### config.mk
export PLATFORM = sky130hd
export DESIGN_NAME = demux_2_reg_flat
export DESIGN_NICKNAME = d
export VERILOG_FILES = /design/src/rtl/demux_2_reg_if.sv /design/src/rtl/demux_2_reg.sv /design/src/flat_wrapper.sv
export SDC_FILE = /design/constraint.sdc
export NUM_CORES = 1
export LEC_CHECK = 0
export ABC_AREA = 1
export CORE_ASPECT_RATIO = 0.75
export CORE_UTILIZATION = 65
export DETAILED_ROUTE_END_ITERATION = 8
export DONT_BUFFER_PORTS = 1
export GPL_TIMING_DRIVEN = 1
export PLACE_DENSITY = 0.88
export SYNTH_ARGS = -nofsm -noshare
export SYNTH_HDL_FRONTEND = slang
export SYNTH_SLANG_ARGS = --single-unit
### constraint.sdc
create_clock -name clk -period 2.1 [get_ports clk]
set_clock_uncertainty 0.1 [all_clocks]
set_input_delay 0.42 -clock clk [delete_from_list [all_inputs] [get_ports clk]]
set_output_delay 0.42 -clock clk [all_outputs]
set_load 0.005 [all_outputs]
### src/rtl/demux_2_reg_if.sv
// -----------------------------------------------------------------------------
// demux_2_reg_if
// Handshake bundle for the registered 1-to-2 demultiplexer.
//
// Signals (directions as seen by the demux block, i.e. the slave modport):
//   in_valid   in   producer has a word on in_data
//   in_ready   out  block accepts the word this cycle
//   control    in   destination select: 0 -> output 1, 1 -> output 2
//   in_data    in   input word
//   out1_valid out  output 1 holding register full
//   out1_ready in   consumer 1 takes the word
//   out1_data  out  output 1 word
//   out2_valid out  output 2 holding register full
//   out2_ready in   consumer 2 takes the word
//   out2_data  out  output 2 word
//   count_1    out  completed output-1 transfers, modulo 256
//   count_2    out  completed output-2 transfers, modulo 256
//
// master: producer/consumer side driving the block.
// slave : the demux block itself.
// -----------------------------------------------------------------------------
interface demux_2_reg_if #(
   parameter int WIDTH = 16
);
   logic             in_valid;
   logic             in_ready;
   logic             control;
   logic [WIDTH-1:0] in_data;
   logic             out1_valid;
   logic             out1_ready;
   logic [WIDTH-1:0] out1_data;
   logic             out2_valid;
   logic             out2_ready;
   logic [WIDTH-1:0] out2_data;
   logic [7:0]       count_1;
   logic [7:0]       count_2;

   modport master (
      output in_valid, control, in_data, out1_ready, out2_ready,
      input  in_ready, out1_valid, out1_data, out2_valid, out2_data,
      input  count_1, count_2
   );

   modport slave (
      input  in_valid, control, in_data, out1_ready, out2_ready,
      output in_ready, out1_valid, out1_data, out2_valid, out2_data,
      output count_1, count_2
   );
endinterface

### src/rtl/demux_2_reg.sv
// -----------------------------------------------------------------------------
// demux_2_reg
// Registered 1-to-2 demultiplexer. One word per handshake is accepted on the
// input channel and routed by `control` (captured with the word) into one of
// two one-entry holding registers, each with its own valid/ready handshake and
// a wrapping 8-bit count of completed transfers.
//
// Ports:
//   clk  rising-edge clock
//   rst  synchronous, active-high reset
//   bus  demux_2_reg_if.slave (input channel, two output channels, counters)
//
// in_ready is the only combinational output; it depends on rst, control and
// the state/ready of the selected output only. All other outputs are
// registered, giving one cycle of latency from accept to outN_valid.
// -----------------------------------------------------------------------------
module demux_2_reg #(
   parameter int WIDTH = 16
) (
   input  logic          clk,
   input  logic          rst,
   demux_2_reg_if.slave  bus
);

   logic             valid1_q, valid1_d;
   logic             valid2_q, valid2_d;
   logic [WIDTH-1:0] data1_q, data1_d;
   logic [WIDTH-1:0] data2_q, data2_d;
   logic [7:0]       count1_q, count1_d;
   logic [7:0]       count2_q, count2_d;

   logic drain1, drain2;
   logic sel_free;
   logic in_ready;
   logic accept;
   logic load1, load2;

   assign drain1 = valid1_q & bus.out1_ready;
   assign drain2 = valid2_q & bus.out2_ready;

   // A full output that drains this cycle can take a new word on the same
   // edge, which is what allows one word per cycle through each output.
   assign sel_free = bus.control ? (~valid2_q | drain2) : (~valid1_q | drain1);
   assign in_ready = ~rst & sel_free;

   assign accept = bus.in_valid & in_ready;
   assign load1  = accept & ~bus.control;
   assign load2  = accept &  bus.control;

   always_comb begin
      valid1_d = valid1_q;
      valid2_d = valid2_q;
      data1_d  = data1_q;
      data2_d  = data2_q;
      count1_d = count1_q;
      count2_d = count2_q;

      // Load wins over drain: a simultaneous drain+load keeps the slot full.
      if (load1) begin
         valid1_d = 1'b1;
         data1_d  = bus.in_data;
      end else if (drain1) begin
         valid1_d = 1'b0;
      end

      if (load2) begin
         valid2_d = 1'b1;
         data2_d  = bus.in_data;
      end else if (drain2) begin
         valid2_d = 1'b0;
      end

      if (drain1) count1_d = count1_q + 8'd1;
      if (drain2) count2_d = count2_q + 8'd1;
   end

   always_ff @(posedge clk) begin
      if (rst) begin
         valid1_q <= 1'b0;
         valid2_q <= 1'b0;
         data1_q  <= '0;
         data2_q  <= '0;
         count1_q <= 8'd0;
         count2_q <= 8'd0;
      end else begin
         valid1_q <= valid1_d;
         valid2_q <= valid2_d;
         data1_q  <= data1_d;
         data2_q  <= data2_d;
         count1_q <= count1_d;
         count2_q <= count2_d;
      end
   end

   assign bus.in_ready   = in_ready;
   assign bus.out1_valid = valid1_q;
   assign bus.out1_data  = data1_q;
   assign bus.out2_valid = valid2_q;
   assign bus.out2_data  = data2_q;
   assign bus.count_1    = count1_q;
   assign bus.count_2    = count2_q;

endmodule

### src/flat_wrapper.sv
// flat-port wrapper written by rule: the top's interface ports become plain ports
module demux_2_reg_flat 
#(
   parameter int WIDTH = 16
)
  (clk, rst, bus_in_valid, bus_control, bus_in_data, bus_out1_ready, bus_out2_ready, bus_in_ready, bus_out1_valid, bus_out1_data, bus_out2_valid, bus_out2_data, bus_count_1, bus_count_2);
  demux_2_reg_if #(.WIDTH(WIDTH)) bus_i ();
  input  logic clk;
  input  logic rst;
  input wire logic [$bits(bus_i.in_valid)-1:0] bus_in_valid;
  input wire logic [$bits(bus_i.control)-1:0] bus_control;
  input wire logic [$bits(bus_i.in_data)-1:0] bus_in_data;
  input wire logic [$bits(bus_i.out1_ready)-1:0] bus_out1_ready;
  input wire logic [$bits(bus_i.out2_ready)-1:0] bus_out2_ready;
  output wire logic [$bits(bus_i.in_ready)-1:0] bus_in_ready;
  output wire logic [$bits(bus_i.out1_valid)-1:0] bus_out1_valid;
  output wire logic [$bits(bus_i.out1_data)-1:0] bus_out1_data;
  output wire logic [$bits(bus_i.out2_valid)-1:0] bus_out2_valid;
  output wire logic [$bits(bus_i.out2_data)-1:0] bus_out2_data;
  output wire logic [$bits(bus_i.count_1)-1:0] bus_count_1;
  output wire logic [$bits(bus_i.count_2)-1:0] bus_count_2;
  assign bus_i.in_valid = bus_in_valid;
  assign bus_i.control = bus_control;
  assign bus_i.in_data = bus_in_data;
  assign bus_i.out1_ready = bus_out1_ready;
  assign bus_i.out2_ready = bus_out2_ready;
  assign bus_in_ready = bus_i.in_ready;
  assign bus_out1_valid = bus_i.out1_valid;
  assign bus_out1_data = bus_i.out1_data;
  assign bus_out2_valid = bus_i.out2_valid;
  assign bus_out2_data = bus_i.out2_data;
  assign bus_count_1 = bus_i.count_1;
  assign bus_count_2 = bus_i.count_2;
  demux_2_reg #(.WIDTH(WIDTH)) u_core (.clk(clk), .rst(rst), .bus(bus_i));
endmodule
Word level (Yosys, flattened, before mapping) --
Index checks and enable logic that the tools add are counted.
Storage, ports and cells: register bits after elaboration 50, input bits 22, word-level logic and storage cells 27
Operators by class: add/subtract/negate cells 2, muxes and demuxes 5, bitwise gates (word level) 12, reductions and logical operators 2
Operator list (number):
- $add 8x1->8 const B | 2
- $and 1x1->1 | 6
- $mux 1 | 5
- $not 1->1 | 4
- $reduce_bool 2->1 | 2
- $or 1x1->1 | 2

Logic depth before layout (Yosys ltp) --
Gate-level depths: netlist of run 1.
depth in word-level cells 7, depth in mapped cells 8, depth with buffers taken out 8

Least setup slack after synthesis of run 1 --
No wires, ideal clock.
path kind in2out, start input rst, end output bus_in_ready, arrival time 1.007 ns, data required time 1.580 ns, path slack 0.573 ns, cell stages on the path 4, path buffers 1, cells stage by stage inv_1 > nand2_1 > nor2_2 > buf_4
On the way: longest elaborated chain between the ends 2
Ends and longest elaborated chain:
- start, declared | line flat_wrapper.sv:9 | input logic rst;
- $not 1->1 | line demux_2_reg.sv:44 | assign in_ready = ~rst & sel_free;
- $and 1x1->1 | line demux_2_reg.sv:44
- end, declared | line flat_wrapper.sv:15 | output wire logic [$bits(bus_i.in_ready)-1:0] bus_in_ready;
Every way passes these cells.

Worst setup path in the final report of run 1 --
start register u_core.valid2_q, in the netlist u_core.bus.out2_valid, end output bus_in_ready
On the way: longest elaborated chain between the ends 4
Ends and longest elaborated chain:
- start, declared | line demux_2_reg.sv:26 | logic valid2_q, valid2_d;
- start signal, assigned | line demux_2_reg.sv:87 | valid2_q <= valid2_d;
- $and 1x1->1 / $not 1->1 (equally long branches) | line demux_2_reg.sv:39, demux_2_reg.sv:43
- $or 1x1->1 * | line demux_2_reg.sv:43 | assign sel_free = bus.control ? (~valid2_q | drain2) : (~valid1_q | drain1);
- $mux 1 * | line demux_2_reg.sv:43
- $and 1x1->1 * | line demux_2_reg.sv:44
Mark *: on every way between the ends. The rest lies on a longest branch, timed or not.

==> run metrics, run 1 <==
Netlist cell types=20; Hold Crit Start=rst; RePlAce Congestion=slightly below 0.8; Area after DPL=0.002081 mm²; largest family of logic cells by synthesized area=simple AND/OR/NAND/NOR gates; I/O Pins=73; area leader, netlist=dfxtp_1; CP Launch Type=flip-flop; fin worst setup slack=0.2099 ns; Lkg Pwr=a little under 1 nW; required time worst endpoint=1.58 ns; Initial Util=69.66%; # setup viols final=0; unrepaired setup endpoints after global routing=no; ANT cells=0; Slew @ Worst Pin=0.6126 ns; Power Dens Cells=770.8 mW/mm²; 1st-iter DRT viols=113; drt pass-1 iters=6; CP arrival=1.37 ns; Pwr Total=approximately 0.0017 W; post-synthesis sequential area ratio=about half; VDD IR max=573.2 µV; Mapped Cells=around 290; outcome=finished clean; first-pass GRT wire length=6713 µm; Crit Path Max Fanout=17; Avg Synthesized Cell Area=7.080 µm²; setup TNS=0 ns; vias per cell=5.380; worst-path cell chain=nand3_1, nand2_1, nor2_2; Crit Path Class=reg -> out; post-synth net total=approximately 320; Routed WL per cell=approximately 13 µm; pin count of the biggest net entering global routing=34; delay-heaviest family, CP=simple AND/OR/NAND/NOR gates; busiest grt layer=met1; post-place setup slack=0.4898 ns; Compound-Gate Fraction of Synth Area=8.203%; FF/Latch Area=0.001001 mm²; leading cell type in the layout, fill and taps excluded=nor2_1; r2r startpoint=u_core.bus.out2_valid$_SDFFE_PP0P_; Die X=~67 µm; # DRC=0; post-route ant nets=0; Multi-input gate area=approximately 870 µm²; crit path max-delay cell type=nor2_2; CTS tree=built; Fillers=244; HPWL after DPL=3167 µm; GR Util met1=38.17%; Inst Count DP=321; Post-Synth XOR/XNOR Area=0%; simple-gate share of the synthesized area=32.57%; post-synthesis mux area share=0%; Post-Route WL=roughly 4300 µm; final hold violations=0; Rel. slew slack=59.11%; Slew Viols, Final=0; port bufs=0; fmax=0.5291 GHz; Finished Cell Area=0.002172 mm²; HP Class=in -> reg; GRT overflow=0; Mapped Area=0.002074 mm²; CP bufs+invs=0; htree depth=2; GR Util All Layers=26.43%; most frequent cells in the layout=nor2_1, dfxtp_1, nand2_1; clock root buffer master=clkbuf_8; share of cells above drive strength 1=5.155%; initial antenna violation count=0; postcts setup bufs=0; Yosys warnings=0; ranking of synthesized cells by area=dfxtp_1, nor2_1, nand2_1; Synth top area share=between 40 and 50%; max_cap viols=0; clock slew seen by the registers of the worst setup and hold paths=around 0.080 ns; number of global-route vias before repair=1557; Yosys reg bits=50; Die ar.=0.003424 mm²; Final period util=90.01%; Max Root-Sink Buffers=2; adder-cell share of the synthesized area=1.206%; TritonCTS Buffers=5; Cell Count, Final, Fillers Out=about 330; Skew-Pair Late Insertion Delay=about 0.3 ns; CTS Hold Buffers Added=0; crit-path max cell delay=0.48 ns; Clock Sinks=50; Chip Height=between 50 and 60 µm; FP Rows=17; Critical Path Source=u_core.bus.out2_valid$_SDFFE_PP0P_; minimum clock period=1.890 ns; Post-CTS Resized=0; GR Layer Usage met3=between 10% and 20%; via count=1770; CORE AREA=0.002978 mm²; Area Overhead vs Synth=4.704%; Final nets=314; Crit. End Element=output pin; met2 GRT Util=34.67%
[kinds of logic after synthesis]
family | Yosys count
AO/OA/AOI/OAI | 34
adder cells (fa/ha/maj) | 2
buffers and inverters | 50
flip-flops | 50
AND/OR/NAND/NOR | 157
[routing by layer]
metal / share of wire, % / up-vias
li1: - / 917
met1: 48 / 780
met2: 40 / 66
met3: 10 / 7
met4: 1.3 / 0
met5: 0 / -
[layout make-up]
| class | instances | share of cell area (%) |
|---|---|---|
| clock buffers | 7 | 3.975 |
| inverters | 37 | 6.394 |
| clock inverters | 1 | 0.2304 |
| well taps | 38 | 2.189 |
| multi-input cells | 193 | 40.09 |
| repair buffers | 3 | 1.037 |
| flip-flops and latches | 50 | 46.08 |
[power breakdown]
group | switching [W] | leakage, nW | internal [W] | total [W]
logic | 0.0000749 | 0.526 | 0.0000383 | 0.000113
clock network | 0.000293 | 0.0482 | 0.000266 | 0.000559
registers | 0.0000252 | 0.406 | 0.000977 | 0.00100
[Yosys cell counts]
cell	count
ha_1	2
nand2_1	39
inv_1	36
dfxtp_1	50
nor2_2	1
inv_2	1
nor2_1	86
nor2_4	1
nand3_2	1
a21oi_1	24
nor3_1	1
nand4_1	21
nand3_1	6
buf_1	1
buf_4	1
buf_6	1
buf_2	3
o21ai_0	10
nand4_2	1
clkbuf_1	7
[worst reg2reg max path, stage by stage (launching register included)]
cell     delay, ns
dfxtp_1       0.38
nand3_1       0.14
nand2_1       0.07
nor2_2        0.48
nand4_1       0.19
nand2_1       0.12
nor2_1        0.04
[flip-flops by register name, indices dropped and copies added, names as in the netlist]
signal	count
u_core.bus.out1_valid	1
u_core.bus.out2_data	16
u_core.bus.count_1	8
u_core.bus.out2_valid	1
u_core.bus.out1_data	16
u_core.bus.count_2	8
[through the flow]
step	utilization (%)	hold WS [ns]
2_1_floorplan	-	0.3625
3_3_place_gp	69.87	0.3806
3_5_place_dp	69.87	0.3961
4_1_cts	72.94	0.07812
5_1_grt	72.94	0.06518
6_report	72.94	0.08392
[final timing paths]
path | end | depth (start not counted) | slack (ns)
worst max-delay path | bus_in_ready | 3 | 0.21
worst max register to register | u_core.bus.out1_data[6]$_SDFFE_PP0P_ | 6 | 0.47
worst min register to register | u_core.bus.out1_data[12]$_SDFFE_PP0P_ | 2 | 0.41
worst min-delay path | u_core.bus.out2_data[15]$_SDFFE_PP0P_ | 1 | 0.08
Note: power is estimated with default switching activity, not from simulation.
==> run 2: changes to the inputs <==
Settings changed: CORE_UTILIZATION 65 to 55, PLACE_DENSITY 0.88 to 0.8.
Clock period 2.1 ns to 1.58 ns, I/O delays scaled along.
==> run 2 against run 1 <==
Net effect: clock power up 22%; flip-flop and latch count stayed put; final area is 4.6% higher; combinational power increased by 59%; total power rose by 31%; via count fell by 0.96%; global-route usage is 3.5 points lower; register-to-register slack got worse by 0.29 ns; routed wire length up 3.1%; count of clock-buffer cells in the layout did not move; die area up 18%.
==> run metrics, run 2 (synthesis gave the netlist of run 1 again) <==
via count=1753 (was 1770); share of cells above drive strength 1=8.389% (was 5.155%); final hold violations=0 (unchanged); Clock Sinks=50 (unchanged); Initial Util=60.20% (was 69.66%); outcome=finished clean (unchanged); met2 GRT Util=29.91% (was 34.67%); Hold Crit Start=bus_in_valid (was rst); number of global-route vias before repair=1459 (was 1557); GR Util met1=33.33% (was 38.17%); r2r startpoint=u_core.bus.out2_valid$_SDFFE_PP0P_ (unchanged); Area Overhead vs Synth=9.530% (was 4.704%); drt pass-1 iters=4 (was 6); Area after DPL=0.002138 mm² (was 0.002081 mm²); r2r endpoint=u_core.bus.out1_data[8]$_SDFFE_PP0P_ (was u_core.bus.out1_data[6]$_SDFFE_PP0P_); initial antenna violation count=0 (unchanged); htree depth=2 (unchanged); I/O Pins=73 (unchanged); Slew @ Worst Pin=0.6691 ns (was 0.6126 ns); Cell Count, Final, Fillers Out=348 (was 329); Max Root-Sink Buffers=2 (unchanged); GRT overflow=0 (unchanged); clock slew seen by the registers of the worst setup and hold paths=0.08 ns (about the same); TritonCTS Buffers=5 (unchanged); Skew-Pair Late Insertion Delay=0.29 ns (was 0.30 ns); CORE AREA=0.003446 mm² (was 0.002978 mm²); FP Rows=18 (was 17); Post-Route WL=4410 µm (was 4278 µm); # DRC=0 (unchanged); Rel. slew slack=55.24% (was 59.11%); fmax=0.6502 GHz; 1st-iter DRT viols=101 (was 113); port bufs=0 (unchanged); Die ar.=0.004024 mm² (was 0.003424 mm²); Power Dens Cells=966.6 mW/mm² (was 770.8 mW/mm²); Final nets=322 (was 314); RePlAce Congestion=0.7560 (was 0.7935); busiest grt layer=met1 (unchanged); first-pass GRT wire length=6817 µm (was 6713 µm); Crit Path Class=reg -> out (unchanged); minimum clock period=1.538 ns; Finished Cell Area=0.002272 mm² (was 0.002172 mm²); most frequent cells in the layout=nor2_1, dfxtp_1, nand2_1 (unchanged); pin count of the biggest net entering global routing=34 (unchanged); vias per cell=5.037 (was 5.380); Final period util=between 90% and 100%; Crit Path Max Fanout=5 (was 17); Crit. End Element=output pin (unchanged); CTS tree=built (unchanged); Worst R2R Path Depth=8 (was 6); hold endpoint=u_core.bus.out1_data[11]$_SDFFE_PP0P_ (was u_core.bus.out2_data[15]$_SDFFE_PP0P_); HP Class=in -> reg (unchanged); max_cap viols=0 (unchanged); Routed WL per cell=12.67 µm (was 13.00 µm); CP Launch Type=flip-flop (unchanged); CP arrival=1.12 ns (was 1.37 ns); Inst Count DP=337 (was 321); GR Util All Layers=22.91% (was 26.43%); leading cell type in the layout, fill and taps excluded=nor2_1 (unchanged); post-route ant nets=0 (unchanged); FF-to-FF setup slack=0.18 ns (was 0.47 ns); GR Layer Usage met3=8.877% (was 10.49%); HPWL after DPL=3185 µm (was 3167 µm); ANT cells=0 (unchanged); Chip Height=55.19 µm (was 50.93 µm); Die X=72.92 µm (was 67.24 µm); Lkg Pwr=1.032 nW (was 0.9800 nW); Slew Viols, Final=0 (unchanged); required time worst endpoint=1.16 ns (was 1.58 ns); VDD IR max=703.3 µV (was 573.2 µV); # setup viols final=0 (unchanged); clock root buffer master=clkbuf_8 (unchanged); WHS Path Cells=3 (was 1)
-- run 2: cell types whose count changed in the layout (fill, tap and decap cells not counted), sizes merged --
cell	before	now
clkinv	1	0
dlygate4sd3	0	1
buf	3	10
-- run 2: layer usage --
metal,part of all wire (%),vias up
met1,51,756
li1,-,935
met4,1.1,0
met5,0,-
met3,9.0,5
met2,39,57
-- run 2: timing repair --
action / 4_1_cts / 5_1_grt
gates cloned: 0 / 2
setup buffers: 0 / 1
endpoints found under the hold margin: 19 / 0
pin swaps: 0 / 1
setup endpoints to repair: 1 / 3
resized for setup: 2 / 6
hold buffers: 1 / 0
-- run 2: final cells by class --
type / instances / area [µm²]
fillers: 312 / 1174
repair buffers: 11 / 96.34
clock buffers: 7 / 76.32
inverters: 37 / 138.9
well taps: 50 / 62.56
flip-flops and latches: 50 / 1003
multi-input cells: 193 / 894.6
-- run 2: worst max path at each step --
stage | slack (ns) | end | startpoint
2_1_floorplan | 0.23 | u_core.bus.count_2[4]$_SDFFE_PP0P_ | u_core.bus.count_2[0]$_SDFFE_PP0P_
3_3_place_gp | 0.16 | u_core.bus.count_2[4]$_SDFFE_PP0P_ | u_core.bus.count_2[1]$_SDFFE_PP0P_
3_5_place_dp | 0.11 | u_core.bus.count_2[4]$_SDFFE_PP0P_ | u_core.bus.count_2[1]$_SDFFE_PP0P_
4_1_cts | 0.03 | bus_in_ready | u_core.bus.out2_valid$_SDFFE_PP0P_
5_1_grt | -0.002 | bus_in_ready | u_core.bus.out2_valid$_SDFFE_PP0P_
6_report | 0.04 | bus_in_ready | u_core.bus.out2_valid$_SDFFE_PP0P_
-- run 2: worst max-delay path: stages (launching register included) --
cell,delay [ns]
dfxtp_2,0.36
nand3_2,0.09
nand2_1,0.09
nor2_4,0.16
buf_6,0.13
-- run 2: through the flow --
step / setup TNS, ns / setup slack [ns] / power, W / hold slack (ns) / util [%]
final: 0 / 0.04199 / 0.002196 / 0.1306 / 65.94
after global routing: -0.001608 / -0.001608 / 0.002292 / 0.1256 / 65.94
after CTS: 0 / 0.03398 / 0.002201 / 0.1199 / 64.63
after detailed placement: 0 / 0.1068 / 0.001521 / 0.2921 / 62.06
after global placement: 0 / 0.1624 / 0.001516 / 0.2900 / 62.06
after floorplan: 0 / 0.2305 / 0.001490 / 0.3625 / -
-- run 2: where the power goes --
part	total, W	internal, W	switching (W)
Clock	0.000684	0.000305	0.000379
Combinational	0.000180	0.0000670	0.000112
Sequential	0.00133	0.00130	0.0000332
Total	0.00220	0.00167	0.000525
